## src/rtl/icache_fetch.sv

```systemverilog
// Direct-mapped instruction cache sitting between the datapath fetch port and
// a slower instruction memory. Hits are answered combinationally in IDLE; a
// miss fills the whole line one word per beat, then the lookup re-evaluates.
//
// Memory handshake: while mem_read is high, mem_address is held stable until
// a cycle in which mem_valid is high. That cycle's rising edge consumes
// mem_data for mem_address. mem_valid has no meaning while mem_read is low.
// CPU handshake: readyC high means dataC belongs to addressC this cycle.
// While readyC is low the CPU keeps stalling.
module icache_fetch #(
   parameter int WORD_SIZE  = 16,
   parameter int LINE_WORDS = 4,
   parameter int NUM_LINES  = 4
) (
   input  logic                 Clk,
   input  logic                 Reset,
   input  logic                 readC,
   input  logic [WORD_SIZE-1:0] addressC,
   output logic [WORD_SIZE-1:0] dataC,
   output logic                 readyC,
   input  logic                 invalidate,
   output logic                 mem_read,
   output logic [WORD_SIZE-1:0] mem_address,
   input  logic [WORD_SIZE-1:0] mem_data,
   input  logic                 mem_valid,
   output logic [WORD_SIZE-1:0] num_hit,
   output logic [WORD_SIZE-1:0] num_miss,
   output logic                 fsm_state
);

   localparam int OFS = $clog2(LINE_WORDS);
   localparam int IDX = $clog2(NUM_LINES);
   localparam int TAG = WORD_SIZE - IDX - OFS;

   typedef enum logic {IDLE = 1'b0, FILL = 1'b1} state_t;

   state_t state;
   state_t state_next;

   logic [TAG-1:0]         tag_arr  [NUM_LINES];
   logic [WORD_SIZE-1:0]   data_arr [NUM_LINES*LINE_WORDS];
   logic [NUM_LINES-1:0]   valid;
   logic                   pend_inv;
   logic [OFS-1:0]         beat;
   logic [WORD_SIZE-OFS-1:0] fill_base;

   logic [TAG-1:0] req_tag;
   logic [IDX-1:0] req_idx;
   logic [OFS-1:0] req_ofs;
   logic [TAG-1:0] fill_tag;
   logic [IDX-1:0] fill_idx;
   logic           lookup_hit;
   logic           hit;
   logic           miss;
   logic           fill_beat;
   logic           fill_done;

   assign req_tag  = addressC[WORD_SIZE-1:IDX+OFS];
   assign req_idx  = addressC[IDX+OFS-1:OFS];
   assign req_ofs  = addressC[OFS-1:0];
   assign fill_tag = fill_base[WORD_SIZE-OFS-1:IDX];
   assign fill_idx = fill_base[IDX-1:0];

   assign lookup_hit = readC & valid[req_idx] & (tag_arr[req_idx] == req_tag);
   assign hit        = (state == IDLE) & lookup_hit;
   assign miss       = (state == IDLE) & readC & ~lookup_hit;
   assign fill_beat  = (state == FILL) & mem_valid;
   assign fill_done  = fill_beat & (beat == OFS'(LINE_WORDS - 1));

   // State register; reset aborts any fill at once so mem_read drops without a clock.
   always_ff @(posedge Clk or posedge Reset) begin
      if (Reset) state <= IDLE;
      else       state <= state_next;
   end

   // Next-state: a miss starts a fill; the last accepted beat returns to lookup.
   always_comb begin
      state_next = state;
      case (state)
         IDLE:    if (miss)      state_next = FILL;
         FILL:    if (fill_done) state_next = IDLE;
         default: state_next = IDLE;
      endcase
   end

   // Outputs: hit data is combinational; fill requests come straight from state.
   always_comb begin
      readyC      = hit;
      dataC       = hit ? data_arr[{req_idx, req_ofs}] : '0;
      mem_read    = (state == FILL);
      mem_address = (state == FILL) ? {fill_base, beat} : '0;
      fsm_state   = (state == FILL);
   end

   // Control state: valid bits, deferred invalidate, beat counter, perf counters.
   always_ff @(posedge Clk or posedge Reset) begin
      if (Reset) begin
         valid     <= '0;
         pend_inv  <= 1'b0;
         beat      <= '0;
         fill_base <= '0;
         num_hit   <= '0;
         num_miss  <= '0;
      end else begin
         if (hit) num_hit <= num_hit + WORD_SIZE'(1);
         if (miss) begin
            fill_base <= addressC[WORD_SIZE-1:OFS];
            beat      <= '0;
            num_miss  <= num_miss + WORD_SIZE'(1);
         end
         if (fill_beat) beat <= beat + OFS'(1);
         if ((state == IDLE) && invalidate) valid <= '0;
         if ((state == FILL) && invalidate) pend_inv <= 1'b1;
         // An invalidate seen at any point of the fill kills the new line too.
         if (fill_done) begin
            if (pend_inv | invalidate) begin
               valid    <= '0;
               pend_inv <= 1'b0;
            end else begin
               valid[fill_idx] <= 1'b1;
            end
         end
      end
   end

   // Tag and data storage; contents are meaningless until the valid bit is set.
   always_ff @(posedge Clk) begin
      if (fill_beat) data_arr[{fill_idx, beat}] <= mem_data;
      if (fill_done) tag_arr[fill_idx] <= fill_tag;
   end

endmodule

```

## config.mk

```make
export PLATFORM = sky130hd
export DESIGN_NAME = icache_fetch
export DESIGN_NICKNAME = d
export VERILOG_FILES = /design/src/rtl/icache_fetch.sv
export SDC_FILE = /design/constraint.sdc
export NUM_CORES = 1
export LEC_CHECK = 0
export CAP_MARGIN = 5
export CORE_UTILIZATION = 45
export CTS_CLUSTER_SIZE = 16
export DETAILED_ROUTE_END_ITERATION = 7
export SLEW_MARGIN = 10
export SYNTH_ARGS = -nofsm -noshare
export SYNTH_HDL_FRONTEND = slang
export SYNTH_SLANG_ARGS = --single-unit
```

## constraint.sdc

```tcl
create_clock -name Clk -period 4.15 [get_ports Clk]
set_input_delay 0.83 -clock Clk [delete_from_list [all_inputs] [get_ports Clk]]
set_output_delay 0.83 -clock Clk [all_outputs]
set_load 0.01 [all_outputs]
```

==> metrics.txt <==
XOR/XNOR Fraction of Synth Area=0.02861; Die Ht=around 180 um; ys async rst share=0.1508; Slew Viols, Final=0; WP data arrival=about 3.2 ns; Synth Warn #=0; DR vias/cell=5.644; synthesized instance count=about 730; slew margin rel.=0.5138; fmax=between 200 and 250 MHz; Place WS=-0.06715 ns; DP HPWL=roughly 19000 um; commonest cells in the synthesized netlist=304 x edfxtp_1, 88 x mux4_2, 54 x dfrtp_1; R2R depth=8; final clock period utilization by the worst path=0.9779; outcome=finished, final reports clean; most numerous cell in the Yosys netlist=edfxtp_1; worst r2r dst=fill_base[5]; Post-Synth Simple-Gate Area=0.05382; final setup fails=0; largest net degree at the start of global routing=between 60 and 70; Sequential Power Share=0.498; nets@finish=approximately 930; DP Cell Count=1247; floorplan core area=31470 um^2; Yosys cell types=40; reg-to-reg startpoint=tag_arr[0][1]; Total GRT Usage=0.1975; pwr dens=between 500 and 600 nW/um^2; Switching Share=0.2422; Rows=65; drc violations=0; Area Overhead vs Synth=21.51%; global-route wire length before repair=between 40000 and 50000 um; grt total ovfl=0; post-route insts no fill=about 1300; routed via count=7427; DRT Pass-1 Iters=5; synth top area cells=edfxtp_1 64%, mux4_2 14%, dfrtp_1 9.4%; synthesized area=roughly 14000 um^2; Die ar.=32600 um^2; initial cell density of the core=0.4558; RePlAce Congestion=0.8315; Final WS setup=between 0.09 and 0.1 ns; worst setup path endpoint=dataC[10]; Chip Width=around 180 um; hold buffer count at cts=0; vias in the first global route=~7800; Starting DRT DRC Count=roughly 620; DP Area=16160 um^2; Detail Route Antenna Nets=0; startpoint types=input pin; Yosys top cell area share=0.6364; sequential-to-total area share from yosys stat=0.7306; worst clock skew=about 0.011 ns; R2R Setup Slk=1.65 ns; antenna violations before repair=2; Maximum Capacitance Violations=0; Clock Path Buffers=3; Critical Path Source=addressC[3]; share of cells above drive strength 1=0.2538; Fillers=2356; Clock Latency Late Sink=around 0.52 ns; CTS tree=yes; largest family of logic cells by synthesized area=multiplexers; leading area contributor after synthesis=edfxtp_1; Max VDD drop=around 0.32 mV; fin crit period=about 4 ns; Root Driver=clkbuf_16; Max FO, Critical Path=12; Pleak=between 6 and 7 nW; Avg Inst Size Synth=between 15 and 20 um^2; Final TNS setup=0 ns; Synth Area in Adders=0.005233; final hold vios=0; net count after synthesis=~770; Inserted Diodes=0; Crit Path Class=in -> out; Synth Flop Type=edfxtp_1; #FFs+latches synth=358; Logic pwr share=0.153; Compound-Gate Fraction of Synth Area=0.01003; CTS Sinks=between 300 and 400; CTS clk-pin slew, worst paths=0.06 ns; slew at the pin closest to its max-slew limit=around 0.73 ns; Setup crit end kind=output port; clock power share=0.349; I/O pin count=roughly 100; I/O Buffers=between 100 and 150; net switching power=about 2.2 mW; H-tree Lvls=2; Final Cell Area=about 17000 um^2; hold_ws=approximately 0.48 ns; total wire length=between 30000 and 40000 um; number of flops mapped to enable cells by yosys=~300; internal cell power=about 7 mW; total CTS buffers=38; Avg WL per Cell=around 24 um; multiplexer share of the synthesized area=0.1582; worst min path class=reg -> reg; WP data required=between 3 and 4 ns
## power groups by stage
stage	clock (mW)	sequential [mW]	combinational, mW
after floorplan	0	4.57	0.765
after global placement	0	4.61	1.38
after detailed placement	0	4.64	1.41
after CTS	3.28	4.57	1.42
after global routing	3.42	4.62	1.51
final	3.20	4.57	1.40
## through the flow
stage          utilization  power, mW
2_1_floorplan            -      5.333
3_3_place_gp        0.5134      5.998
3_5_place_dp        0.5134      6.052
4_1_cts             0.5516      9.266
5_1_grt             0.5538      9.545
6_report            0.5538      9.167
## sequential cells by signal, indices dropped and copies added (netlist names)
register / count
tag_arr: 48
data_arr: 256
num_miss: 16
num_hit: 16
fill_base: 14
pend_inv: 1
valid: 4
beat: 2
fsm_state: 1
## cell type report
type / count / area, um^2 / share of cell area
well taps: 402 / 503.0 / 0.02886
multi-input cells: 328 / 3739 / 0.2145
flip-flops and latches: 358 / 10480 / 0.6013
clock buffers: 50 / 1060 / 0.06080
inverters: 6 / 22.52 / 0.001292
repair buffers: 156 / 1501 / 0.08614
clock inverters: 16 / 125.1 / 0.007178
## critical path, cell delays in order
cell and delay (ns):
clkbuf_4 0.19, buf_12 0.16, mux2i_2 0.26, mux2i_2 0.27, nor2_1 0.11, a2111oi_4 0.28
buf_4 0.22, clkbuf_4 0.20, and3_1 0.17, clkdlybuf4s50_1 0.54
## layout by cell type (no fill, tap or decap), types with 3 or more instances in the layout
cell type / count
buf_4: 44
nand2b_1: 7
nor3_1: 11
xor2_1: 21
buf_12: 5
mux4_2: 88
and2_1: 19
clkbuf_1: 9
dlymetal6s2s_1: 3
clkbuf_16: 41
and3_1: 25
mux2_4: 7
nor2_2: 5
nand3_1: 12
nor2_1: 22
ha_1: 6
clkinv_1: 7
dfrtp_1: 54
mux2_2: 10
nor3_2: 4
clkdlybuf4s50_1: 96
nand2_1: 24
edfxtp_1: 304
buf_6: 4
clkinv_2: 6
o21a_1: 4
nand4_1: 11
clkbuf_4: 3
xnor2_1: 23
mux2i_1: 5
inv_1: 5
## per-layer routing
metal  vias up  global-route usage  routed length [um]
li1       3227                   -                   -
met1      3916              0.2707               13350
met2       233              0.3302               15610
met3        49             0.02890                1714
met4         2             0.05778                 562
met5         -                   0                   8
## logic make-up after synthesis
kind of cell	count (synthesis)
AO/OA/AOI/OAI	16
XOR/XNOR	46
adder cells (fa/ha/maj)	6
buffers and inverters	43
flip-flops	358
multiplexers	112
AND/OR/NAND/NOR	148
## worst min path at each step
| stage | start | endpoint | slack [ns] | cells past startpoint |
|---|---|---|---|---|
| 6_report | num_miss[15] | num_miss[15] | 0.48 | 1 |
| 3_3_place_gp | num_miss[15] | num_miss[15] | 0.46 | 1 |
| 4_1_cts | num_miss[15] | num_miss[15] | 0.48 | 1 |
| 2_1_floorplan | valid[2] | valid[2] | 0.46 | 1 |
| 3_5_place_dp | num_miss[15] | num_miss[15] | 0.47 | 1 |
| 5_1_grt | num_miss[15] | num_miss[15] | 0.49 | 1 |
## repair_timing
| item | CTS | global route |
|---|---|---|
| pin swaps | 1 | 2 |
| hold endpoints to repair | 0 | 0 |
| setup endpoints to repair | 16 | 17 |
| cloned | 0 | 1 |
| resized for setup | 5 | 13 |
| setup buffers | 0 | 2 |
Note: power is estimated with default switching activity, not from simulation.
